==> src/rtl/haar_feature_eval_if.sv <==
// Request/result and integral-memory read bus for haar_feature_eval.
// feat_type carries the feature type code (the word "type" is reserved in SystemVerilog).
interface haar_feature_eval_if #(
    parameter int COORD_W = 8,
    parameter int ADDR_W  = 15,
    parameter int DATA_W  = 20,
    parameter int SCORE_W = 23
);
    logic                      start;
    logic [3:0]                feat_type;
    logic [COORD_W-1:0]        x;
    logic [COORD_W-1:0]        y;
    logic [COORD_W-1:0]        w;
    logic [COORD_W-1:0]        h;
    logic signed [SCORE_W-1:0] threshold;
    logic                      polarity;
    logic                      busy;
    logic                      done;
    logic                      err;
    logic signed [SCORE_W-1:0] score;
    logic                      vote;
    logic                      mem_rd_en;
    logic [ADDR_W-1:0]         mem_addr;
    logic [DATA_W-1:0]         mem_rd_data;

    modport master (
        output start, feat_type, x, y, w, h, threshold, polarity, mem_rd_data,
        input  busy, done, err, score, vote, mem_rd_en, mem_addr
    );

    modport slave (
        input  start, feat_type, x, y, w, h, threshold, polarity, mem_rd_data,
        output busy, done, err, score, vote, mem_rd_en, mem_addr
    );
endinterface

==> src/rtl/haar_feature_eval.sv <==
// Sequential Haar-like feature evaluator reading corners from a zero-padded integral image.
// Define HAAR_FEAT_TYPE4_EN to enable the 4-rect checkerboard (type 4); otherwise type 4 is rejected.
//
// state    | meaning
// S_IDLE   | waiting for start, outputs held
// S_CHECK  | validate latched descriptor
// S_READ   | issue one corner read per cycle
// S_DRAIN  | wait for the last read return
// S_DECIDE | register score and vote
// S_DONE   | pulse done, release busy
module haar_feature_eval #(
    parameter int IMG_W   = 160,
    parameter int IMG_H   = 120,
    parameter int COORD_W = 8,
    parameter int ADDR_W  = 15,
    parameter int DATA_W  = 20,
    parameter int SCORE_W = 23,
    parameter int RD_LAT  = 1
) (
    input logic                clk,
    input logic                rst,
    haar_feature_eval_if.slave bus
);
    localparam int EW = COORD_W + 3;

    typedef enum logic [2:0] {S_IDLE, S_CHECK, S_READ, S_DRAIN, S_DECIDE, S_DONE} state_t;

    state_t                    state;
    logic [3:0]                ftype_q;
    logic [COORD_W-1:0]        x_q, y_q, w_q, h_q;
    logic signed [SCORE_W-1:0] thr_q;
    logic                      pol_q;
    logic [4:0]                rd_idx;
    logic [4:0]                ret_cnt;
    logic signed [SCORE_W-1:0] acc;
    logic                      rd_en_q, rd_neg_q;
    logic [ADDR_W-1:0]         addr_q;
    logic [RD_LAT-1:0]         vld_p, neg_p;
    logic                      busy_q, done_q, err_q, vote_q;
    logic signed [SCORE_W-1:0] score_q;

    logic                      type_ok, reject, w_neg, rd_neg;
    logic [1:0]                kx, ky, rect;
    logic [4:0]                n_rd;
    logic [EW-1:0]             xe, ye, we, he, x_end, y_end, cx, cy;
    logic [ADDR_W-1:0]         rd_addr;
    logic signed [SCORE_W-1:0] ext;

    assign xe    = EW'(x_q);
    assign ye    = EW'(y_q);
    assign we    = EW'(w_q);
    assign he    = EW'(h_q);
    assign rect  = rd_idx[3:2];
    assign ext   = {{(SCORE_W-DATA_W){1'b0}}, bus.mem_rd_data};
    assign x_end = xe + EW'(kx) * we;
    assign y_end = ye + EW'(ky) * he;
    assign reject = !type_ok || (w_q == '0) || (h_q == '0) ||
                    (x_end > EW'(IMG_W)) || (y_end > EW'(IMG_H));

    always_comb begin
        type_ok = 1'b0;
        kx      = 2'd1;
        ky      = 2'd1;
        n_rd    = 5'd8;
        case (ftype_q)
            4'd0: begin type_ok = 1'b1; kx = 2'd2; end
            4'd1: begin type_ok = 1'b1; ky = 2'd2; end
            4'd2: begin type_ok = 1'b1; kx = 2'd3; n_rd = 5'd12; end
            4'd3: begin type_ok = 1'b1; ky = 2'd3; n_rd = 5'd12; end
`ifdef HAAR_FEAT_TYPE4_EN
            4'd4: begin type_ok = 1'b1; kx = 2'd2; ky = 2'd2; n_rd = 5'd16; end
`endif
            default: ;
        endcase
    end

    // rd_idx[3:2] selects the sub-rectangle, rd_idx[1:0] the corner (bit0 adds w, bit1 adds h)
    always_comb begin
        cx    = xe;
        cy    = ye;
        w_neg = 1'b0;
        case (ftype_q)
            4'd0, 4'd2: begin cx = xe + EW'(rect) * we; w_neg = (rect == 2'd1); end
            4'd1, 4'd3: begin cy = ye + EW'(rect) * he; w_neg = (rect == 2'd1); end
`ifdef HAAR_FEAT_TYPE4_EN
            4'd4: begin
                cx    = rect[0] ? xe + we : xe;
                cy    = rect[1] ? ye + he : ye;
                w_neg = rect[0] ^ rect[1];
            end
`endif
            default: ;
        endcase
        if (rd_idx[0]) cx = cx + we;
        if (rd_idx[1]) cy = cy + he;
        rd_neg  = w_neg ^ rd_idx[0] ^ rd_idx[1];
        rd_addr = ADDR_W'(cy) * ADDR_W'(IMG_W + 1) + ADDR_W'(cx);
    end

    always_ff @(posedge clk or posedge rst) begin
        if (rst) begin
            state    <= S_IDLE;
            ftype_q  <= '0;
            x_q      <= '0;
            y_q      <= '0;
            w_q      <= '0;
            h_q      <= '0;
            thr_q    <= '0;
            pol_q    <= 1'b0;
            rd_idx   <= '0;
            ret_cnt  <= '0;
            acc      <= '0;
            rd_en_q  <= 1'b0;
            rd_neg_q <= 1'b0;
            addr_q   <= '0;
            vld_p    <= '0;
            neg_p    <= '0;
            busy_q   <= 1'b0;
            done_q   <= 1'b0;
            err_q    <= 1'b0;
            vote_q   <= 1'b0;
            score_q  <= '0;
        end else begin
            vld_p[0] <= rd_en_q;
            neg_p[0] <= rd_neg_q;
            for (int i = 1; i < RD_LAT; i++) begin
                vld_p[i] <= vld_p[i-1];
                neg_p[i] <= neg_p[i-1];
            end
            if (vld_p[RD_LAT-1]) begin
                acc     <= neg_p[RD_LAT-1] ? acc - ext : acc + ext;
                ret_cnt <= ret_cnt + 5'd1;
            end

            case (state)
                S_IDLE: begin
                    if (bus.start) begin
                        ftype_q <= bus.feat_type;
                        x_q     <= bus.x;
                        y_q     <= bus.y;
                        w_q     <= bus.w;
                        h_q     <= bus.h;
                        thr_q   <= bus.threshold;
                        pol_q   <= bus.polarity;
                        rd_idx  <= '0;
                        ret_cnt <= '0;
                        acc     <= '0;
                        err_q   <= 1'b0;
                        score_q <= '0;
                        vote_q  <= 1'b0;
                        busy_q  <= 1'b1;
                        state   <= S_CHECK;
                    end
                end
                S_CHECK: begin
                    if (reject) begin
                        err_q  <= 1'b1;
                        done_q <= 1'b1;
                        state  <= S_DONE;
                    end else begin
                        rd_en_q  <= 1'b1;
                        addr_q   <= rd_addr;
                        rd_neg_q <= rd_neg;
                        rd_idx   <= rd_idx + 5'd1;
                        state    <= S_READ;
                    end
                end
                S_READ: begin
                    if (rd_idx == n_rd) begin
                        rd_en_q <= 1'b0;
                        state   <= S_DRAIN;
                    end else begin
                        addr_q   <= rd_addr;
                        rd_neg_q <= rd_neg;
                        rd_idx   <= rd_idx + 5'd1;
                    end
                end
                S_DRAIN: begin
                    if (vld_p[RD_LAT-1] && (ret_cnt == n_rd - 5'd1)) state <= S_DECIDE;
                end
                S_DECIDE: begin
                    score_q <= acc;
                    vote_q  <= pol_q ? (acc < thr_q) : (acc >= thr_q);
                    done_q  <= 1'b1;
                    state   <= S_DONE;
                end
                S_DONE: begin
                    done_q <= 1'b0;
                    busy_q <= 1'b0;
                    state  <= S_IDLE;
                end
                default: state <= S_IDLE;
            endcase
        end
    end

    assign bus.busy      = busy_q;
    assign bus.done      = done_q;
    assign bus.err       = err_q;
    assign bus.score     = score_q;
    assign bus.vote      = vote_q;
    assign bus.mem_rd_en = rd_en_q;
    assign bus.mem_addr  = addr_q;
endmodule

==> src/flat_wrapper.sv <==
// flat-port wrapper written by rule: the top's interface ports become plain ports
module haar_feature_eval_flat 
#(
    parameter int IMG_W   = 160,
    parameter int IMG_H   = 120,
    parameter int COORD_W = 8,
    parameter int ADDR_W  = 15,
    parameter int DATA_W  = 20,
    parameter int SCORE_W = 23,
    parameter int RD_LAT  = 1
)
  (clk, rst, bus_start, bus_feat_type, bus_x, bus_y, bus_w, bus_h, bus_threshold, bus_polarity, bus_mem_rd_data, bus_busy, bus_done, bus_err, bus_score, bus_vote, bus_mem_rd_en, bus_mem_addr);
  haar_feature_eval_if #(.COORD_W(COORD_W), .ADDR_W(ADDR_W), .DATA_W(DATA_W), .SCORE_W(SCORE_W)) bus_i ();
  input logic clk;
  input logic rst;
  input wire logic [$bits(bus_i.start)-1:0] bus_start;
  input wire logic [$bits(bus_i.feat_type)-1:0] bus_feat_type;
  input wire logic [$bits(bus_i.x)-1:0] bus_x;
  input wire logic [$bits(bus_i.y)-1:0] bus_y;
  input wire logic [$bits(bus_i.w)-1:0] bus_w;
  input wire logic [$bits(bus_i.h)-1:0] bus_h;
  input wire logic [$bits(bus_i.threshold)-1:0] bus_threshold;
  input wire logic [$bits(bus_i.polarity)-1:0] bus_polarity;
  input wire logic [$bits(bus_i.mem_rd_data)-1:0] bus_mem_rd_data;
  output wire logic [$bits(bus_i.busy)-1:0] bus_busy;
  output wire logic [$bits(bus_i.done)-1:0] bus_done;
  output wire logic [$bits(bus_i.err)-1:0] bus_err;
  output wire logic [$bits(bus_i.score)-1:0] bus_score;
  output wire logic [$bits(bus_i.vote)-1:0] bus_vote;
  output wire logic [$bits(bus_i.mem_rd_en)-1:0] bus_mem_rd_en;
  output wire logic [$bits(bus_i.mem_addr)-1:0] bus_mem_addr;
  assign bus_i.start = bus_start;
  assign bus_i.feat_type = bus_feat_type;
  assign bus_i.x = bus_x;
  assign bus_i.y = bus_y;
  assign bus_i.w = bus_w;
  assign bus_i.h = bus_h;
  assign bus_i.threshold = bus_threshold;
  assign bus_i.polarity = bus_polarity;
  assign bus_i.mem_rd_data = bus_mem_rd_data;
  assign bus_busy = bus_i.busy;
  assign bus_done = bus_i.done;
  assign bus_err = bus_i.err;
  assign bus_score = bus_i.score;
  assign bus_vote = bus_i.vote;
  assign bus_mem_rd_en = bus_i.mem_rd_en;
  assign bus_mem_addr = bus_i.mem_addr;
  haar_feature_eval #(.IMG_W(IMG_W), .IMG_H(IMG_H), .COORD_W(COORD_W), .ADDR_W(ADDR_W), .DATA_W(DATA_W), .SCORE_W(SCORE_W), .RD_LAT(RD_LAT)) u_core (.clk(clk), .rst(rst), .bus(bus_i));
endmodule
==> config.mk <==
export PLATFORM = sky130hd
export DESIGN_NAME = haar_feature_eval_flat
export DESIGN_NICKNAME = d
export VERILOG_FILES = /design/src/rtl/haar_feature_eval_if.sv /design/src/rtl/haar_feature_eval.sv /design/src/flat_wrapper.sv
export SDC_FILE = /design/constraint.sdc
export NUM_CORES = 1
export LEC_CHECK = 0
export ABC_AREA = 1
export BUFFER_PORTS_ARGS = -buffer_cell sky130_fd_sc_hd__buf_2
export CAP_MARGIN = 20
export CORE_MARGIN = 1
export CORE_UTILIZATION = 40
export DETAILED_ROUTE_END_ITERATION = 10
export PLACE_DENSITY_LB_ADDON = 0.25
export SYNTH_ARGS = -nofsm -noshare
export SYNTH_HDL_FRONTEND = slang
export SYNTH_SLANG_ARGS = --single-unit
==> constraint.sdc <==
create_clock -name clk -period 15.55 [get_ports clk]
set_clock_uncertainty 0.1 [all_clocks]
set_input_delay 1.555 -clock clk [delete_from_list [all_inputs] [get_ports clk]]
set_output_delay 1.555 -clock clk [all_outputs]
set_load 0.02 [all_outputs]
==> results of run 1 <==
==> flip-flops by register name, summed over array words and instances (netlist names), 3 cells and up <==
signal               cells
u_core.bus.mem_addr     15
u_core.y_q               8
u_core.h_q               8
u_core.rd_idx            5
u_core.thr_q            23
u_core.acc              23
u_core.ret_cnt           5
u_core.ftype_q           4
u_core.w_q               8
u_core.x_q               8
u_core.state             3
u_core.bus.score        23
==> cell families after synthesis <==
family	after synthesis	share of synthesized area
xor+xnor	82	0.05301
flops	142	0.2623
buf+inv	350	0.09862
fa+ha+maj	204	0.2000
simple gates	771	0.2358
compound gates	356	0.1503
==> worst max path at each step <==
stage	depth (start not counted)	slack [ns]	to
after floorplan	40	8.64	u_core.bus.mem_addr[12]$_DFFE_PP0P_
after global placement	37	8.15	u_core.bus.mem_addr[12]$_DFFE_PP0P_
after detailed placement	38	8.04	u_core.bus.mem_addr[12]$_DFFE_PP0P_
after CTS	38	8.01	u_core.bus.mem_addr[12]$_DFFE_PP0P_
after global routing	36	7.26	u_core.bus.mem_addr[12]$_DFFE_PP0P_
final	37	8.00	u_core.bus.mem_addr[12]$_DFFE_PP0P_
==> per-layer routing <==
layer  global-route usage  share of wire
met5                    0        0.00076
met1               0.2742           0.47
met2               0.3713           0.48
met4              0.05377          0.013
met3              0.03678          0.036
==> area by class of cell <==
class	count	area, um^2
Clock buffer	19	452.9
Clock inverter	13	152.6
Fill cell	3406	18220
Inverter	311	1172
Multi-Input combinational cell	1413	8667
Sequential cell	142	3553
Tap cell	448	560.5
Timing Repair Buffer	131	670.6
==> through the flow <==
stage,hold slack (ns),util,setup WS (ns)
after floorplan,0.2540,-,8.640
after global placement,0.2804,0.4372,8.153
after detailed placement,0.2808,0.4372,8.039
after CTS,0.2924,0.4553,8.006
after global routing,0.3046,0.4553,7.258
final,0.2908,0.4553,7.997
==> critical path: cells and delay by family (launching register included) <==
| kind | cells | cell delay [ns] |
|---|---|---|
| adder cells (fa/ha/maj) | 9 | 3.15 |
| AO/OA/AOI/OAI | 11 | 1.98 |
| buffers and inverters | 6 | 0.41 |
| XOR/XNOR | 2 | 0.34 |
| flip-flops | 1 | 0.81 |
| AND/OR/NAND/NOR | 9 | 0.65 |
==> placed cells by master (no fill, tap or decap), types with 15 or more instances in the layout <==
cell type / synthesis / final
nand2_1: 486 / 486
inv_1: 306 / 305
ha_1: 183 / 183
dfrtp_1: 142 / 142
o21ai_0: 133 / 133
a21oi_1: 130 / 130
nor2_1: 130 / 129
buf_2: 6 / 125
nand3_1: 74 / 74
xor2_1: 53 / 53
xnor2_1: 29 / 29
nor3_1: 26 / 26
nand4_1: 21 / 21
fa_1: 21 / 21
o211ai_1: 17 / 17
clkbuf_16: 0 / 17
a22o_1: 15 / 15
==> run_results.csv, run 1 <==
group,metric,value,unit
outcome,status,"complete, no violations",
critical_path,r2r-end,"u_core.bus.mem_addr[12]$_DFFE_PP0P_",
placed_design,placed_cell_area,0.01462,mm^2
timing,setup_tns,0,ns
synthesis,yosysSeqAreaShare,0.2623,
timing,post-route-period-util,0.4857,
layout,stdcell_count,2477,
synthesis,synth_nets,2192,
critical_path,r2r_start,"u_core.rd_idx[2]$_DFFE_PP0P_",
critical_path,cpMostUsedCell,"nand2_1",
timing,rsz0062_at_grt,"false",
clock_network,tritoncts,"built",
critical_path,start_kind,"flip-flop",
placed_design,hpwl,28560,um
placed_design,placed_cells,2445,
placed_design,gp_congestion,0.8987,
critical_path,crit_path_top_delay_cell,"dfrtp_1",
timing,setup_violations,0,
detailed_routing,via_count,12386,
layout,diodes,0,
critical_path,startpoint,"u_core.rd_idx[2]$_DFFE_PP0P_",
run,cap_violations,0,
synthesis,synth_area,0.01355,mm^2
floorplanning,initial_core_util,0.4051,
floorplanning,die_area,0.03461,mm^2
critical_path,cp.required,15.77,ns
clock_network,clockBufferDepth,2,
synthesis,yosys_warnings,0,
detailed_routing,antenna_left,0,
global_routing,grt_pass1_wl,58350,um
timing,hold_viol_final,0,
hold_path,holdPathEnd,"u_core.neg_p$_DFF_PP0_",
critical_path,end_kind,"flip-flop",
detailed_routing,routed_via_density,5.000,
critical_path,reg2reg_depth,37,
synthesis,synthCells,1905,
timing,period_needed,7.553,ns
critical_path,crit_type,"flip-flop to flip-flop",
layout,syn2layout_area_growth,12.40,%
synthesis,synthFlopType,"dfrtp_1",
floorplanning,core_area,0.03345,mm^2
timing,slew_viol_final,0,
floorplanning,ios,126,
clock_network,cts.reportedPaths.clkPinSlew,0.07,ns
global_routing,grt_max_degree,106,
clock_network,cts_buffers,17,
timing,fmax,0.1324,GHz
synthesis,yosys-top-cells-area,"dfrtp_1 26%, ha_1 17%, nand2_1 13%",
floorplanning,die_x,186.0,um
hold_path,hp-start,"u_core.rd_neg_q$_DFFE_PP0P_",
clock_network,insertion_delay,0.44,ns
clock_network,cts_max_level,4,
timing,worst_pin_slew,0.9960,ns
layout,drive_gt1_frac,0.09709,
placed_design,port_buffers,125,
clock_network,cts_hold_buf,0,
floorplanning,die_h,186.0,um
global_routing,first_global_vias,11633,
critical_path,reg2reg_slack,8.00,ns
detailed_routing,wl_per_cell,14.35,um
detailed_routing,drtIter0Drc,618,
detailed_routing,totalWireLength,35550,um
timing,relSlewSlack,0.3309,
clock_network,post_cts_buffers,0,
synthesis,yosysTopAreaCell,"dfrtp_1",
clock_network,clock-sinks,142,
layout,nets,2303,
critical_path,slowest_delay,0.81,ns
global_routing,track_usage,0.2143,
synthesis,ys_top_cells_by_count,"486 x nand2_1, 306 x inv_1, 183 x ha_1",
critical_path,crit_fanout,23,
clock_network,cts_root_buffer,"clkbuf_16",
synthesis,synth_area_per_cell,7.112,um^2
synthesis,async_flop_share,1.000,
global_routing,antenna_found_initial,2,
synthesis,synth_edf_count,0,
global_routing,gr-total-overflow,0,
synthesis,synth_top_area_frac,0.2623,
detailed_routing,drtPass1Iterations,5,
hold_path,holdCritPathClass,"flip-flop to flip-flop",
clock_network,cts_resized,0,
synthesis,synth_cell_types,47,
layout,design_area,0.01523,mm^2
critical_path,worst_ep_arrival_time,7.77,ns
floorplanning,rows,67,
synthesis,synth_most_common_cell,"nand2_1",
detailed_routing,drc,0,
hold_path,hold_path_depth,0,
synthesis,synth_seq_cells,142,
Power of run 1 is left out: the tool's default activity adds up to more than one toggle a clock period on the data nets, which glitch-free logic cannot reach.
==> run 2: changes to the inputs <==
==> constraint.sdc (replaced) <==
create_clock -name clk -period 6.8 [get_ports clk]
set_clock_uncertainty 0.1 [all_clocks]
set_input_delay 0.68 -clock clk [delete_from_list [all_inputs] [get_ports clk]]
set_output_delay 0.68 -clock clk [all_outputs]
set_load 0.02 [all_outputs]
==> run 2 against run 1 <==
Compared with the run above: setup slack worse by 7.8 ns; final cell count up 3.4%; sequential share of layout area down 1.6 points; flip-flop and latch count unchanged; via count up 3.7%; fmax up 15%; final area up 7.6%; routed wire length up 6.0%; worst hold slack worse by 0.0034 ns; die area unchanged; critical path depth up 2; first-iteration DRC count up 13%.
==> run_results.csv, run 2 (synthesized netlist as in run 1, its figures left out) <==
group,metric,value,unit
clock_network,clockBufferDepth,2,
critical_path,path_buf_inv,7,
floorplanning,die_x,186.0,um
layout,layout_commonest_cell,"nand2_1",
floorplanning,ios,126,
layout,design_area,0.01639,mm^2
critical_path,cp_top_family,"adder cells",
global_routing,met1_usage,0.2744,
critical_path,cp.required,7.02,ns
detailed_routing,routed_via_density,5.016,
critical_path,r2r_start,"u_core.rd_idx[2]$_DFFE_PP0P_",
clock_network,tritoncts,"built",
critical_path,r2r-end,"u_core.bus.mem_addr[10]$_DFFE_PP0P_",
detailed_routing,via_count,12850,
detailed_routing,drtIter0Drc,700,
global_routing,first_global_vias,12124,
global_routing,gr-total-overflow,0,
critical_path,end_kind,"flip-flop",
global_routing,track_usage,0.2212,
placed_design,hpwl,29670,um
outcome,status,"complete, no violations",
clock_network,cts_max_level,4,
clock_network,cts.reportedPaths.clkPinSlew,0.06,ns
global_routing,grt_pass1_wl,59790,um
clock_network,clock-sinks,142,
floorplanning,core_area,0.03345,mm^2
floorplanning,die_h,186.0,um
detailed_routing,drtPass1Iterations,8,
critical_path,crit_path_end,"u_core.bus.mem_addr[10]$_DFFE_PP0P_",
floorplanning,die_area,0.03461,mm^2
placed_design,dp_slack,-0.1102,ns
critical_path,worst_ep_arrival_time,6.79,ns
timing,period_needed,6.573,ns
timing,worst_slack,0.2274,ns
clock_network,insertion_delay,0.44,ns
critical_path,crit_fanout,4,
timing,setup_violations,0,
global_routing,use_met2,0.3800,
layout,postLayoutCoreUtil,0.4900,
global_routing,grt_max_degree,105,
timing,relSlewSlack,0.3461,
clock_network,cts_buffers,17,
critical_path,crit_path_top_delay_cell,"fa_1",
placed_design,gp_congestion,0.9044,
timing,slew_viol_final,0,
floorplanning,rows,67,
global_routing,grt-busiest-layer,"met2",
timing,post-route-period-util,0.9666,
global_routing,antenna_found_initial,6,
layout,drive_gt1_frac,0.1751,
global_routing,grt.met3_usage,0.04187,
critical_path,crit_type,"flip-flop to flip-flop",
run,cap_violations,0,
timing,rsz0062_at_grt,"true",
critical_path,startpoint,"u_core.rd_idx[2]$_DFFE_PP0P_",
critical_path,start_kind,"flip-flop",
hold_path,holdCritPathClass,"input pin to async pin",
critical_path,slowest_delay,0.51,ns
timing,fmax,0.1521,GHz
critical_path,reg2reg_depth,39,
floorplanning,initial_core_util,0.4051,
detailed_routing,drc,0,
critical_path,cp.depth,39,
clock_network,cts_root_buffer,"clkbuf_16",
detailed_routing,wl_per_cell,14.71,um
layout,most-common-layout-cells,"473 x nand2_1, 298 x inv_1, 164 x ha_1, 141 x dfrtp_1, 129 x nor2_1",
timing,worst_pin_slew,0.9733,ns
detailed_routing,totalWireLength,37700,um
critical_path,reg2reg_slack,0.23,ns
layout,nets,2387,
placed_design,port_buffers,125,
timing,setup_tns,0,ns
timing,hold_viol_final,0,
placed_design,placed_cell_area,0.01518,mm^2
detailed_routing,antenna_left,0,
layout,syn2layout_area_growth,20.95,%
-- run 2: cell types whose count changed in the layout (fill, tap and decap cells not counted), sizes merged --
cell and change:
inv +4, clkinv -2, buf +84, diode +1, clkbuf -1, bufinv -1
-- run 2: through the flow --
step	instances	hold slack, ns
final	2562	0.2874
after global routing	2562	0.3010
after global placement	2516	0.2666
after detailed placement	2516	0.2673
after CTS	2549	0.2907
after floorplan	1905	0.2540
-- run 2: how the worst min path moves through the flow --
stage	startpoint	endpoint	slack, ns	cells after the start
final	rst	u_core.bus.mem_addr[9]$_DFFE_PP0P_	0.29	2
after floorplan	u_core.rd_neg_q$_DFFE_PP0P_	u_core.neg_p$_DFF_PP0_	0.25	0
after global routing	u_core.rd_neg_q$_DFFE_PP0P_	u_core.neg_p$_DFF_PP0_	0.30	0
after CTS	u_core.rd_neg_q$_DFFE_PP0P_	u_core.neg_p$_DFF_PP0_	0.29	0
after global placement	u_core.rd_neg_q$_DFFE_PP0P_	u_core.neg_p$_DFF_PP0_	0.27	0
after detailed placement	u_core.rd_neg_q$_DFFE_PP0P_	u_core.neg_p$_DFF_PP0_	0.27	0
-- run 2: cell type report --
cell class	instances	area [um^2]
well taps	448	560.5
inverters	311	1175
flip-flops and latches	142	3555
clock buffers	18	439.2
fillers	3297	17060
multi-input cells	1413	9185
repair buffers	215	1324
diodes	1	2.502
clock inverters	14	147.6
-- run 2: layer usage --
metal | routed length [um] | share of wire
met1 | 16790 | 0.45
met2 | 18410 | 0.49
met3 | 1482 | 0.039
met4 | 969 | 0.026
met5 | 48 | 0.0013
-- run 2: timing repair --
item,in CTS,in global routing
setup buffers,1,12
pin swaps,3,66
hold buffers,0,0
resized for setup,11,113
setup endpoints to repair,4,7
Power of run 2 is left out for the same reason.
